--- config.mk ---
export PLATFORM = sky130hd
export DESIGN_NAME = nibble_serial_add32
export DESIGN_NICKNAME = d
export VERILOG_FILES = /design/src/rtl/add32_pkg.sv /design/src/rtl/nibble_serial_add32_cla4.sv /design/src/rtl/nibble_serial_add32.sv
export SDC_FILE = /design/constraint.sdc
export NUM_CORES = 1
export LEC_CHECK = 0
export CAP_MARGIN = 0
export CORE_MARGIN = 2
export CORE_UTILIZATION = 46
export CTS_CLUSTER_SIZE = 20
export DETAILED_ROUTE_END_ITERATION = 10
export PLACE_DENSITY = 0.76
export SLEW_MARGIN = 20
export SYNTH_ARGS = -nofsm -noshare
export SYNTH_HDL_FRONTEND = slang
export SYNTH_SLANG_ARGS = --single-unit
--- constraint.sdc ---
create_clock -name clk -period 3.3 [get_ports clk]
set_clock_uncertainty 0.05 [all_clocks]
set_input_delay 0.66 -clock clk [delete_from_list [all_inputs] [get_ports clk]]
set_output_delay 0.66 -clock clk [all_outputs]
set_load 0.02 [all_outputs]
--- src/rtl/add32_pkg.sv ---
// Shared constants, state encoding and sizing helper for the nibble-serial adder.
// Latency/backpressure: n/a (package only).
package add32_pkg;

  localparam int SLICE_W = 4;

  localparam logic [1:0] IDLE = 2'd0;
  localparam logic [1:0] RUN  = 2'd1;
  localparam logic [1:0] DONE = 2'd2;

  function automatic int clog2(input int n);
    int r;
    r = 0;
    for (int i = 0; i < 31; i++) begin
      if ((1 << i) < n) r = i + 1;
    end
    return r;
  endfunction

endpackage

--- src/rtl/nibble_serial_add32_cla4.sv ---
// 4-bit carry-lookahead adder slice, purely combinational.
// Latency: 0 cycles; no handshake.
module CLA_4 (
  input  logic [3:0] a,
  input  logic [3:0] b,
  input  logic       c_in,
  output logic [3:0] s,
  output logic       c_out
);

  logic [3:0] p;
  logic [3:0] g;
  logic [4:0] c;

  assign p = a ^ b;
  assign g = a & b;

  assign c[0] = c_in;
  assign c[1] = g[0] | (p[0] & c[0]);
  assign c[2] = g[1] | (p[1] & g[0]) | (p[1] & p[0] & c[0]);
  assign c[3] = g[2] | (p[2] & g[1]) | (p[2] & p[1] & g[0]) | (p[2] & p[1] & p[0] & c[0]);
  assign c[4] = g[3] | (p[3] & g[2]) | (p[3] & p[2] & g[1]) | (p[3] & p[2] & p[1] & g[0])
              | (p[3] & p[2] & p[1] & p[0] & c[0]);

  assign s     = p ^ c[3:0];
  assign c_out = c[4];

endmodule

--- src/rtl/nibble_serial_add32.sv ---
// WIDTH-bit adder computing one nibble per cycle through a single CLA_4; NIBBLE_SERIAL_SUB_EN adds a sub port.
// Latency: out_valid NIB cycles after accept; result held while out_ready is low, in_ready only in IDLE.
module nibble_serial_add32
  import add32_pkg::*;
#(
  parameter int WIDTH = 32
) (
  input  logic             clk,
  input  logic             rst,
`ifdef NIBBLE_SERIAL_SUB_EN
  input  logic             sub,
`endif
  input  logic             in_valid,
  output logic             in_ready,
  input  logic [WIDTH-1:0] a,
  input  logic [WIDTH-1:0] b,
  input  logic             c_in,
  output logic             out_valid,
  input  logic             out_ready,
  output logic [WIDTH-1:0] s,
  output logic             c_out,
  output logic             ovf
);

  localparam int NIB   = WIDTH / SLICE_W;
  localparam int CNT_W = clog2(NIB);
  localparam logic [CNT_W-1:0] LAST = CNT_W'(NIB - 1);

  logic [1:0]       state_q, state_d;
  logic [WIDTH-1:0] a_q, a_d;
  logic [WIDTH-1:0] b_q, b_d;
  logic [WIDTH-1:0] s_q, s_d;
  logic [CNT_W-1:0] cnt_q, cnt_d;
  logic             carry_q, carry_d;
  logic             c_out_q, c_out_d;
  logic             ovf_q, ovf_d;

  logic [WIDTH-1:0]   b_eff;
  logic               carry_init;
  logic [SLICE_W-1:0] a_nib, b_nib, slice_s;
  logic               slice_c;

`ifdef NIBBLE_SERIAL_SUB_EN
  assign b_eff      = sub ? ~b : b;
  assign carry_init = sub | c_in;
`else
  assign b_eff      = b;
  assign carry_init = c_in;
`endif

  // Nibble base bit index is cnt*4, formed by appending two zero bits.
  assign a_nib = a_q[{cnt_q, 2'b00} +: SLICE_W];
  assign b_nib = b_q[{cnt_q, 2'b00} +: SLICE_W];

  CLA_4 u_slice (
    .a     (a_nib),
    .b     (b_nib),
    .c_in  (carry_q),
    .s     (slice_s),
    .c_out (slice_c)
  );

  always_comb begin
    state_d = state_q;
    a_d     = a_q;
    b_d     = b_q;
    s_d     = s_q;
    cnt_d   = cnt_q;
    carry_d = carry_q;
    c_out_d = c_out_q;
    ovf_d   = ovf_q;
    case (state_q)
      IDLE: begin
        if (in_valid) begin
          a_d     = a;
          b_d     = b_eff;
          carry_d = carry_init;
          s_d     = '0;
          cnt_d   = '0;
          state_d = RUN;
        end
      end
      RUN: begin
        s_d[{cnt_q, 2'b00} +: SLICE_W] = slice_s;
        carry_d = slice_c;
        if (cnt_q == LAST) begin
          c_out_d = slice_c;
          ovf_d   = (a_q[WIDTH-1] == b_q[WIDTH-1]) && (slice_s[SLICE_W-1] != a_q[WIDTH-1]);
          state_d = DONE;
        end else begin
          cnt_d = cnt_q + 1'b1;
        end
      end
      DONE: begin
        if (out_ready) state_d = IDLE;
      end
      default: state_d = IDLE;
    endcase
  end

  always_ff @(posedge clk or posedge rst) begin
    if (rst) begin
      state_q <= IDLE;
      a_q     <= '0;
      b_q     <= '0;
      s_q     <= '0;
      cnt_q   <= '0;
      carry_q <= 1'b0;
      c_out_q <= 1'b0;
      ovf_q   <= 1'b0;
    end else begin
      state_q <= state_d;
      a_q     <= a_d;
      b_q     <= b_d;
      s_q     <= s_d;
      cnt_q   <= cnt_d;
      carry_q <= carry_d;
      c_out_q <= c_out_d;
      ovf_q   <= ovf_d;
    end
  end

  assign in_ready  = (state_q == IDLE);
  assign out_valid = (state_q == DONE);
  assign s         = s_q;
  assign c_out     = c_out_q;
  assign ovf       = ovf_q;

endmodule

After elaboration in Yosys (flattened, before gate mapping) --
Index checks and enable logic that the tools add are counted.
Storage, ports and cells: register bits after elaboration 104, input port bits 69, output and inout port bits 36, word-level logic and storage cells 72
Operators by class: $add $sub $neg 2, eq/ne operators 9, shift-type cells 4, muxes and demuxes 12, bitwise operators 29, reduce and logical (&&, ||, !) cells 8
Operators by type and width (count):
- $pmux W32 S2 | 1
- $shiftx A32 B6 Y4 | 2
- $bwmux W32 | 1
- $mux W32 | 1
- $shift A4 B7 Y32 const A | 1
- $shiftx A4 B7 Y32 | 1
- $and A1 B1 Y1 | 16
- $or A1 B1 Y1 | 10
- $xor A4 B4 Y4 | 2
- $neg A5 Y7 | 1
- $mux W2 | 3
- $mux W3 | 2
- $ne A2 B2 Y1 const B | 3
- $pmux W2 S3 | 1
- $pmux W3 S2 | 1
- $reduce_and A2 Y1 | 3
- $reduce_and A3 Y1 | 2
- $and A4 B4 Y4 | 1
- $add A3 B1 Y3 const B | 1
- $eq A3 B3 Y1 const B | 1
- $eq A2 B1 Y1 const B | 1
- $eq A2 B2 Y1 const B | 1
- $logic_not A2 Y1 | 1
- $ne A2 B1 Y1 const B | 1
- 6 further kinds | 6

Longest topological paths before layout --
Gate-level depths: netlist (run 1).
depth in word-level cells 10, depth in mapped cells 9, gate-level depth less buffers 8

By module --
From an unflattened synthesis (run 1), not the netlist that was laid out.
Second synthesis, totals: cell total of the unflattened synthesis 491, area, all modules 4977.3 um2
By module, submodules not included:
- nibble_serial_add32 | instances 1, cells an instance 474, area an instance 4829.6 um2, sequential area each 2602.5 um2
- CLA_4 | instances 1, cells an instance 17, area an instance 147.6 um2, sequential area each 0.0 um2

Worst setup path before layout (run 1) --
OpenSTA, ideal clock, no wires.
kind register to register, from register cnt_q[0], to register ovf_q, in the netlist ovf, setup time 0.131 ns, arrival time 2.570 ns, required time 3.119 ns, path slack 0.548 ns, cell stages (with the launch flop) 10, path buffers 1, period minus slack after synthesis 2.752 ns, cell sequence dfrtp_1 -> buf_4 -> mux4_2 -> nand2_1 -> nand2_1 -> ha_1 -> a21o_1 -> a311o_1 -> nand3_1 -> or3b_1
Between the ends: longest elaborated chain between the ends 9, elaborated cells between the ends (all ways) 17, classes of those cells eq/ne (2); shift (2); bitwise (11); reduce/logical (2)
RTL lines:
- start, declared | line nibble_serial_add32.sv:33 | logic [CNT_W-1:0] cnt_q, cnt_d;
- start signal, assigned | line nibble_serial_add32.sv:116 | cnt_q <= cnt_d;
- $shiftx A32 B6 Y4, on equally long branches | line nibble_serial_add32.sv:52, nibble_serial_add32.sv:53
- $xor A4 B4 Y4 or $and A4 B4 Y4 (tied branches) | line nibble_serial_add32_cla4.sv:15, nibble_serial_add32_cla4.sv:16
- $and A1 B1 Y1 | line nibble_serial_add32_cla4.sv:21 | assign c[3] = g[2] | (p[2] & g[1]) | (p[2] & p[1] & g[0]) | (p[2] & p[1] & p[0] & c[0]);
- $or A1 B1 Y1 or $and A1 B1 Y1 (tied branches) (2 in a row) | line nibble_serial_add32_cla4.sv:21
- $or A1 B1 Y1 | line nibble_serial_add32_cla4.sv:21
- $xor A4 B4 Y4 | line nibble_serial_add32_cla4.sv:25 | assign s = p ^ c[3:0];
- $ne A1 B1 Y1 | line nibble_serial_add32.sv:88 | ovf_d = (a_q[WIDTH-1] == b_q[WIDTH-1]) && (slice_s[SLICE_W-1] != a_q[WIDTH-1]);
- $logic_and A1 B1 Y1 | line nibble_serial_add32.sv:88
- end signal, assigned | line nibble_serial_add32.sv:119 | ovf_q <= ovf_d;
- end, declared | line nibble_serial_add32.sv:36 | logic ovf_q, ovf_d;
Parallel ways exist; a longest one is shown, timed or not. A chain may end at the register's enable or synchronous reset.

Worst setup path after layout (run 1) --
from register cnt_q[1], to register s_q[2], in the netlist s[2]
Between the ends: longest elaborated chain between the ends 10, elaborated cells between the ends (all ways) 25, classes of those cells add/sub (1); shift (4); mux (2); bitwise (18)
RTL lines:
- $shiftx A32 B6 Y4, on equally long branches | line nibble_serial_add32.sv:52, nibble_serial_add32.sv:53
- $xor A4 B4 Y4 or $and A4 B4 Y4 (tied branches) | line nibble_serial_add32_cla4.sv:15, nibble_serial_add32_cla4.sv:16
- $and A1 B1 Y1 | line nibble_serial_add32_cla4.sv:21
- $or A1 B1 Y1 or $and A1 B1 Y1 (tied branches) (2 in a row) | line nibble_serial_add32_cla4.sv:21
- $or A1 B1 Y1 | line nibble_serial_add32_cla4.sv:21
- $xor A4 B4 Y4 | line nibble_serial_add32_cla4.sv:25
- $shiftx A4 B7 Y32 | line nibble_serial_add32.sv:84 | s_d[{cnt_q, 2'b00} +: SLICE_W] = slice_s;
- $bwmux W32 * | line nibble_serial_add32.sv:84
- $pmux W32 S2 * | line nibble_serial_add32.sv:72 | case (state_q)
- end signal, assigned | line nibble_serial_add32.sv:106 | s_q <= '0;
- end signal, assigned | line nibble_serial_add32.sv:115 | s_q <= s_d;
- end, declared | line nibble_serial_add32.sv:32 | logic [WIDTH-1:0] s_q, s_d;
Mark *: on every way between the ends. The rest lies on a longest branch, timed or not.

==> results of run 1 <==
==> final timing paths <==
check | startpoint | to | slack, ps | depth (start not counted)
max | cnt_q[1] | s[2] | 300 | 8
min | a_q[4] | a_q[4] | 430 | 2
max reg2reg | cnt_q[1] | s[2] | 300 | 8
min reg2reg | a_q[4] | a_q[4] | 430 | 2
max in group asynchronous | rst | a_q[6] | 2060 | 3
min in group asynchronous | rst | cnt_q[2] | 740 | 3
==> logic make-up (layout without fill, tap and decap cells) <==
logic type	after synthesis	after routing	share of synthesized area, %
xor gates and xnor gates	4	4	0.709
buffers and inverters	28	133	3.39
AOI/OAI and AO/OA	47	47	7.21
adders and majority gates	12	12	3.19
DFF	104	104	52.6
muxes	25	25	9.14
and+or+nand+nor	283	283	23.7
==> registers in the layout, indices dropped and copies added, names as in the netlist <==
signal and count:
s 32, c_out 1, a_q 32, cnt_q 3, state_q 2, b_q 32
carry_q 1, ovf 1
==> placed cells by master (no fill, tap or decap), types with 2 or more instances in the layout <==
cell             netlist  routed
dfrtp_1              104     104
and3_1                 3       3
a21oi_1                6       6
a41oi_2                3       3
nand4_1                2       2
clkinv_2               0       2
nand2_1              244     244
o21ai_1                4       4
clkdlybuf4s50_1        0     104
nor2b_1                3       3
xnor2_1                2       2
nand3_1                5       5
o21ai_0                9       9
nand3b_1               2       2
inv_6                  0       4
mux4_2                16      16
buf_12                 0       3
nor3_1                 3       3
buf_4                  3       5
inv_1                  4       3
a22o_1                17      17
ha_1                  11      11
clkbuf_8               0       9
mux2i_1                8       8
a21o_1                 3       3
xor2_1                 2       2
clkinvlp_4             0       2
nor2_1                 7       7
==> layer usage <==
metal / track usage (%) / vias to the layer above / share of wire (%)
met2: 36.2 / 108 / 50
met1: 28.3 / 1864 / 44
li1: - / 1865 / -
met5: 0 / - / 0
met4: 5.13 / 0 / 0.97
met3: 3.39 / 12 / 4.6
==> metrics by stage <==
step	hold slack (ps)	utilization (%)
after floorplan	390	-
after global placement	403	58.9
after detailed placement	413	58.9
after CTS	436	60.6
after global routing	458	60.6
final	433	60.6
==> layout make-up <==
cell class	instances	area share, %
clock buffers	9	1.97
clock inverters	7	0.836
flip-flops and latches	104	41.4
inverters	5	0.358
multi-input cells	371	34.6
repair buffers	112	18.1
well taps	136	2.71
==> worst reg2reg max path, cell delays in order, from the launching register on <==
cell and delay, ps:
dfrtp_1 810, mux4_2 410, nand2_1 80, nand2_1 130, ha_1 330, a21o_1 190, a21oi_1 250, xor2_1 460
mux2i_1 160
==> power groups by stage <==
stage	registers, mW	logic [mW]	clock network (mW)
after floorplan	2.26	2.26	0
after global placement	2.20	3.40	0
after detailed placement	2.23	3.49	0
after CTS	2.21	3.51	0.747
after global routing	2.27	3.85	0.806
final	2.20	3.51	0.734
==> results.py, run 1 <==
metrics = {
    "run_status": {
        "run_status": "finished, final reports clean",
    },
    "logic_synthesis": {
        "syn-num-nets": 584,
        "synthTopCellsByArea": "dfrtp_1 53%, nand2_1 19%, mux4_2 7.3%",
        "ys_seq_elements": 104,
        "synthTopCellsByCount": "244 x nand2_1, 104 x dfrtp_1, 17 x a22o_1, 16 x mux4_2, 11 x ha_1",
        "syn_inst": 503,
        "synthMostInstantiatedCell": "nand2_1",
        "ys.flop_type": "dfrtp_1",
        "syn_area_sq_um": 4940,
        "synth-edff-count": 0,
        "async_reset_ff_share_pct": 100,
        "yosys.cell_types.count": 48,
        "ys_warn_count": 0,
        "synth.largest_area_cell": "dfrtp_1",
        "synth_seq_area_share_pct": 52.6,
        "yosys.area.top_type_share_pct": 52.6,
        "syn_avg_cell_area_sq_um": 9.83,
    },
    "worst_setup_path": {
        "crit_type": "flip-flop to flip-flop",
        "path_buf_inv": 0,
        "critPathTopFamily": "flip-flops",
        "max_stage_delay_ps": 810,
        "crit_top_cell": "nand2_1",
        "worstPathMaxFanout": 17,
        "cpMaxStageDelayCell": "dfrtp_1",
        "cp.required_ps": 3470,
        "cp.arrival_ps": 3170,
        "path_cells": "mux4_2, nand2_1, nand2_1, ha_1, a21o_1, a21oi_1, xor2_1, mux2i_1",
        "end_kind": "flip-flop",
        "worstSetupStartpointType": "flip-flop",
    },
    "timing": {
        "fin_crit_sh_pct": 90.8,
        "fin_ws_ps": 303,
        "worst_pin_slew_ps": 708,
        "final-max-slew-violation-count": 0,
        "hold_viol_final": 0,
        "max-slew-margin-rel_pct": 52.8,
        "min_period_ps": 3000,
        "setup_tns_ps": 0,
        "rsz0062_at_grt": "false",
        "setup_viol": 0,
        "fmax_mhz": 334,
    },
    "drt": {
        "drtIter0Drc": 178,
        "drc": 0,
        "wl_um": 11300,
        "ant_nets": 0,
        "drt-pass1-iter-count": 4,
        "wl_per_cell_um": 15.2,
        "routed_via_density": 5.17,
        "vias": 3849,
    },
    "placement": {
        "dp_slack_ps": 354,
        "gp_congestion": 0.891,
        "numPortBuffers": 104,
        "dp_cells": 728,
        "place_area_sq_um": 6110,
        "place_hpwl_um": 8560,
    },
    "cells_and_area": {
        "drive_above_1_share_pct": 8.72,
        "area.sequential_sq_um": 2600,
        "stdcell_count": 744,
        "insertedDiodeCount": 0,
        "multi_input_area_sq_um": 2170,
        "nNetsFinal": 684,
        "fillCellCount": 887,
        "synthToLayoutAreaGrowth_pct": 27.1,
        "finish.instance_area_sq_um": 6280,
    },
    "power": {
        "power_mw": 6.45,
        "pwr-share-clk_pct": 11.4,
        "seq_power_share_pct": 34.2,
        "p_int_mw": 3.65,
        "switching_share_pct": 43.4,
        "leakagePower_nw": 3.05,
        "power_density_nw_per_um2": 1030,
        "ir_worst_vdd_uv": 503,
        "net-switching-power_mw": 2.79,
        "power_frac_comb_pct": 54.4,
    },
    "worst_hold_path": {
        "hp-class": "flip-flop to flip-flop",
    },
    "grt": {
        "grt_pass1_wl_um": 19300,
        "antenna_found_initial": 0,
        "grt_max_degree": 105,
        "overflow": 0,
        "grt_usage_pct": 21.1,
        "grt_pass1_vias": 3992,
    },
    "run": {
        "maxCapViolCount": 0,
    },
    "cts": {
        "numCtsBuffers": 9,
        "htreeDepth": 3,
        "hold_buffers": 0,
        "cts_resized": 0,
        "path_clk_slew_ps": 100,
        "ctsLongestPathBuffers": 2,
        "cts_setup_buffers": 0,
        "clkLatencyLatePin_ps": 360,
        "numClockSinks": 104,
        "clock-root-buffer": "clkbuf_8",
        "cts_tree": "done",
    },
    "floorplanning": {
        "die_h_um": 108,
        "start_util_pct": 47.7,
        "core-area_sq_um": 10400,
        "die-area_sq_um": 11600,
        "io_pins": 105,
        "die-width_um": 108,
        "num_rows": 37,
    },
}
Power figures use the tool's default switching activity.
==> run 2: changes to the inputs <==
--- a/config.mk
+++ b/config.mk
@@ -10,6 +10,7 @@
 export CORE_UTILIZATION = 46
 export CTS_CLUSTER_SIZE = 20
 export DETAILED_ROUTE_END_ITERATION = 10
+export MAX_ROUTING_LAYER = met4
 export PLACE_DENSITY = 0.76
 export SLEW_MARGIN = 20
 export SYNTH_ARGS = -nofsm -noshare
==> run 2 against run 1 <==
Effect of this change:
- global-route usage is 0.62 points higher
- non-clock buffer count unchanged
- first-iteration DRC count is 1.1% higher
- critical path depth did not move
- total power rose by 0.10%
- critical path type unchanged
- critical endpoint unchanged
- largest cell class unchanged
- highest routed layer unchanged
==> results.py, run 2 (synthesized netlist as in run 1, its figures left out) <==
metrics = {
    "cts": {
        "cts_resized": 0,
        "numCtsBuffers": 9,
        "cts_setup_buffers": 0,
        "ctsLongestPathBuffers": 2,
        "hold_buffers": 0,
        "path_clk_slew_ps": 100,
        "htreeDepth": 3,
        "cts_tree": "done",
        "clock-root-buffer": "clkbuf_8",
        "numClockSinks": 104,
        "clkLatencyLatePin_ps": 370,
    },
    "grt": {
        "grt_max_degree": 105,
        "grt_pass1_wl_um": 19300,
        "grt_pass1_vias": 3990,
        "grt_usage_pct": 21.8,
        "overflow": 0,
        "antenna_found_initial": 0,
    },
    "power": {
        "pwr-share-clk_pct": 11.4,
        "power_frac_comb_pct": 54.4,
        "seq_power_share_pct": 34.2,
        "net-switching-power_mw": 2.80,
        "power_density_nw_per_um2": 1030,
        "ir_worst_vdd_uv": 502,
        "leakagePower_nw": 3.05,
        "switching_share_pct": 43.4,
        "p_int_mw": 3.65,
        "power_mw": 6.45,
    },
    "worst_setup_path": {
        "cp.required_ps": 3480,
        "end_kind": "flip-flop",
        "cp.arrival_ps": 3180,
        "crit_type": "flip-flop to flip-flop",
        "worstPathMaxFanout": 17,
        "r2r-start": "cnt_q[1]",
        "r2r.worst_path.cells": 8,
        "r2r_slack_ps": 300,
        "worstSetupStartpointType": "flip-flop",
        "r2r_end": "s[2]",
    },
    "cells_and_area": {
        "synthToLayoutAreaGrowth_pct": 27.1,
        "nNetsFinal": 684,
        "finish.instance_area_sq_um": 6280,
        "layout_common_cells": "244 x nand2_1, 104 x dfrtp_1, 104 x clkdlybuf4s50_1",
        "stdcell_count": 744,
        "fillCellCount": 887,
        "fin_util_pct": 60.6,
        "mostFrequentLayoutCell": "nand2_1",
        "insertedDiodeCount": 0,
        "drive_above_1_share_pct": 8.72,
    },
    "floorplanning": {
        "start_util_pct": 47.7,
        "io_pins": 105,
        "core-area_sq_um": 10400,
        "die-area_sq_um": 11600,
        "num_rows": 37,
        "die-width_um": 108,
        "die_h_um": 108,
    },
    "drt": {
        "drtIter0Drc": 180,
        "wl_per_cell_um": 15.3,
        "drc": 0,
        "wl_um": 11400,
        "vias": 3884,
        "ant_nets": 0,
        "drt-pass1-iter-count": 4,
        "routed_via_density": 5.22,
    },
    "timing": {
        "setup_viol": 0,
        "final-max-slew-violation-count": 0,
        "worst_pin_slew_ps": 706,
        "max-slew-margin-rel_pct": 52.9,
        "setup_tns_ps": 0,
        "rsz0062_at_grt": "false",
        "min_period_ps": 3000,
        "hold_viol_final": 0,
        "fin_crit_sh_pct": 90.9,
        "fmax_mhz": 333,
    },
    "run": {
        "maxCapViolCount": 0,
    },
    "worst_hold_path": {
        "whs_endpoint": "a_q[4]",
        "worstHoldStart": "a_q[4]",
        "min_path_cells": 2,
        "hp-class": "flip-flop to flip-flop",
    },
    "placement": {
        "numPortBuffers": 104,
        "dp_cells": 728,
        "gp_congestion": 0.906,
        "place_area_sq_um": 6110,
        "place_hpwl_um": 8560,
    },
    "run_status": {
        "run_status": "finished, final reports clean",
    },
}
-- run 2: cell counts in the layout (fill, tap and decap cells not counted) --
No cell type changed its count.
-- run 2: power groups by stage --
stage	Clock [mW]	Combinational [mW]	Sequential [mW]
2_1_floorplan	0	2.26	2.26
3_3_place_gp	0	3.40	2.20
3_5_place_dp	0	3.49	2.23
4_1_cts	0.747	3.51	2.21
5_1_grt	0.806	3.85	2.27
6_report	0.738	3.51	2.20
-- run 2: metal layers --
metal	vias up	global-route usage, %	part of all wire, %
met5	-	-	0
met4	0	5.13	1.2
met3	14	3.27	4.2
met2	119	36.2	50
met1	1885	28.5	44
li1	1866	-	-
-- run 2: layout make-up --
cell class / instances / area [sq um] / share of cell area [%]
flip-flops and latches: 104 / 2600 / 41.4
multi-input cells: 371 / 2170 / 34.6
repair buffers: 112 / 1140 / 18.1
well taps: 136 / 170 / 2.71
clock buffers: 9 / 124 / 1.97
clock inverters: 7 / 52.6 / 0.836
inverters: 5 / 22.5 / 0.358
-- run 2: critical path, cell delays in order, from the launching register on --
cell and delay (ps):
dfrtp_1 810, mux4_2 400, nand2_1 90, nand2_1 130, ha_1 330, a21o_1 190
a21oi_1 250, xor2_1 460, mux2i_1 160
-- run 2: stage by stage --
stage	hold WS, ps	setup slack [ps]
detailed placement	413	354
global placement	403	413
floorplan	390	548
finish	434	301
global route	458	72.0
CTS	436	346
-- run 2: worst max-delay path by stage --
stage	startpoint	endpoint	slack, ps
6_report	cnt_q[1]	s[2]	300
5_1_grt	cnt_q[1]	s[10]	70
4_1_cts	cnt_q[1]	ovf	350
3_5_place_dp	cnt_q[1]	s[31]	350
3_3_place_gp	cnt_q[1]	s[31]	410
2_1_floorplan	cnt_q[0]	ovf	550
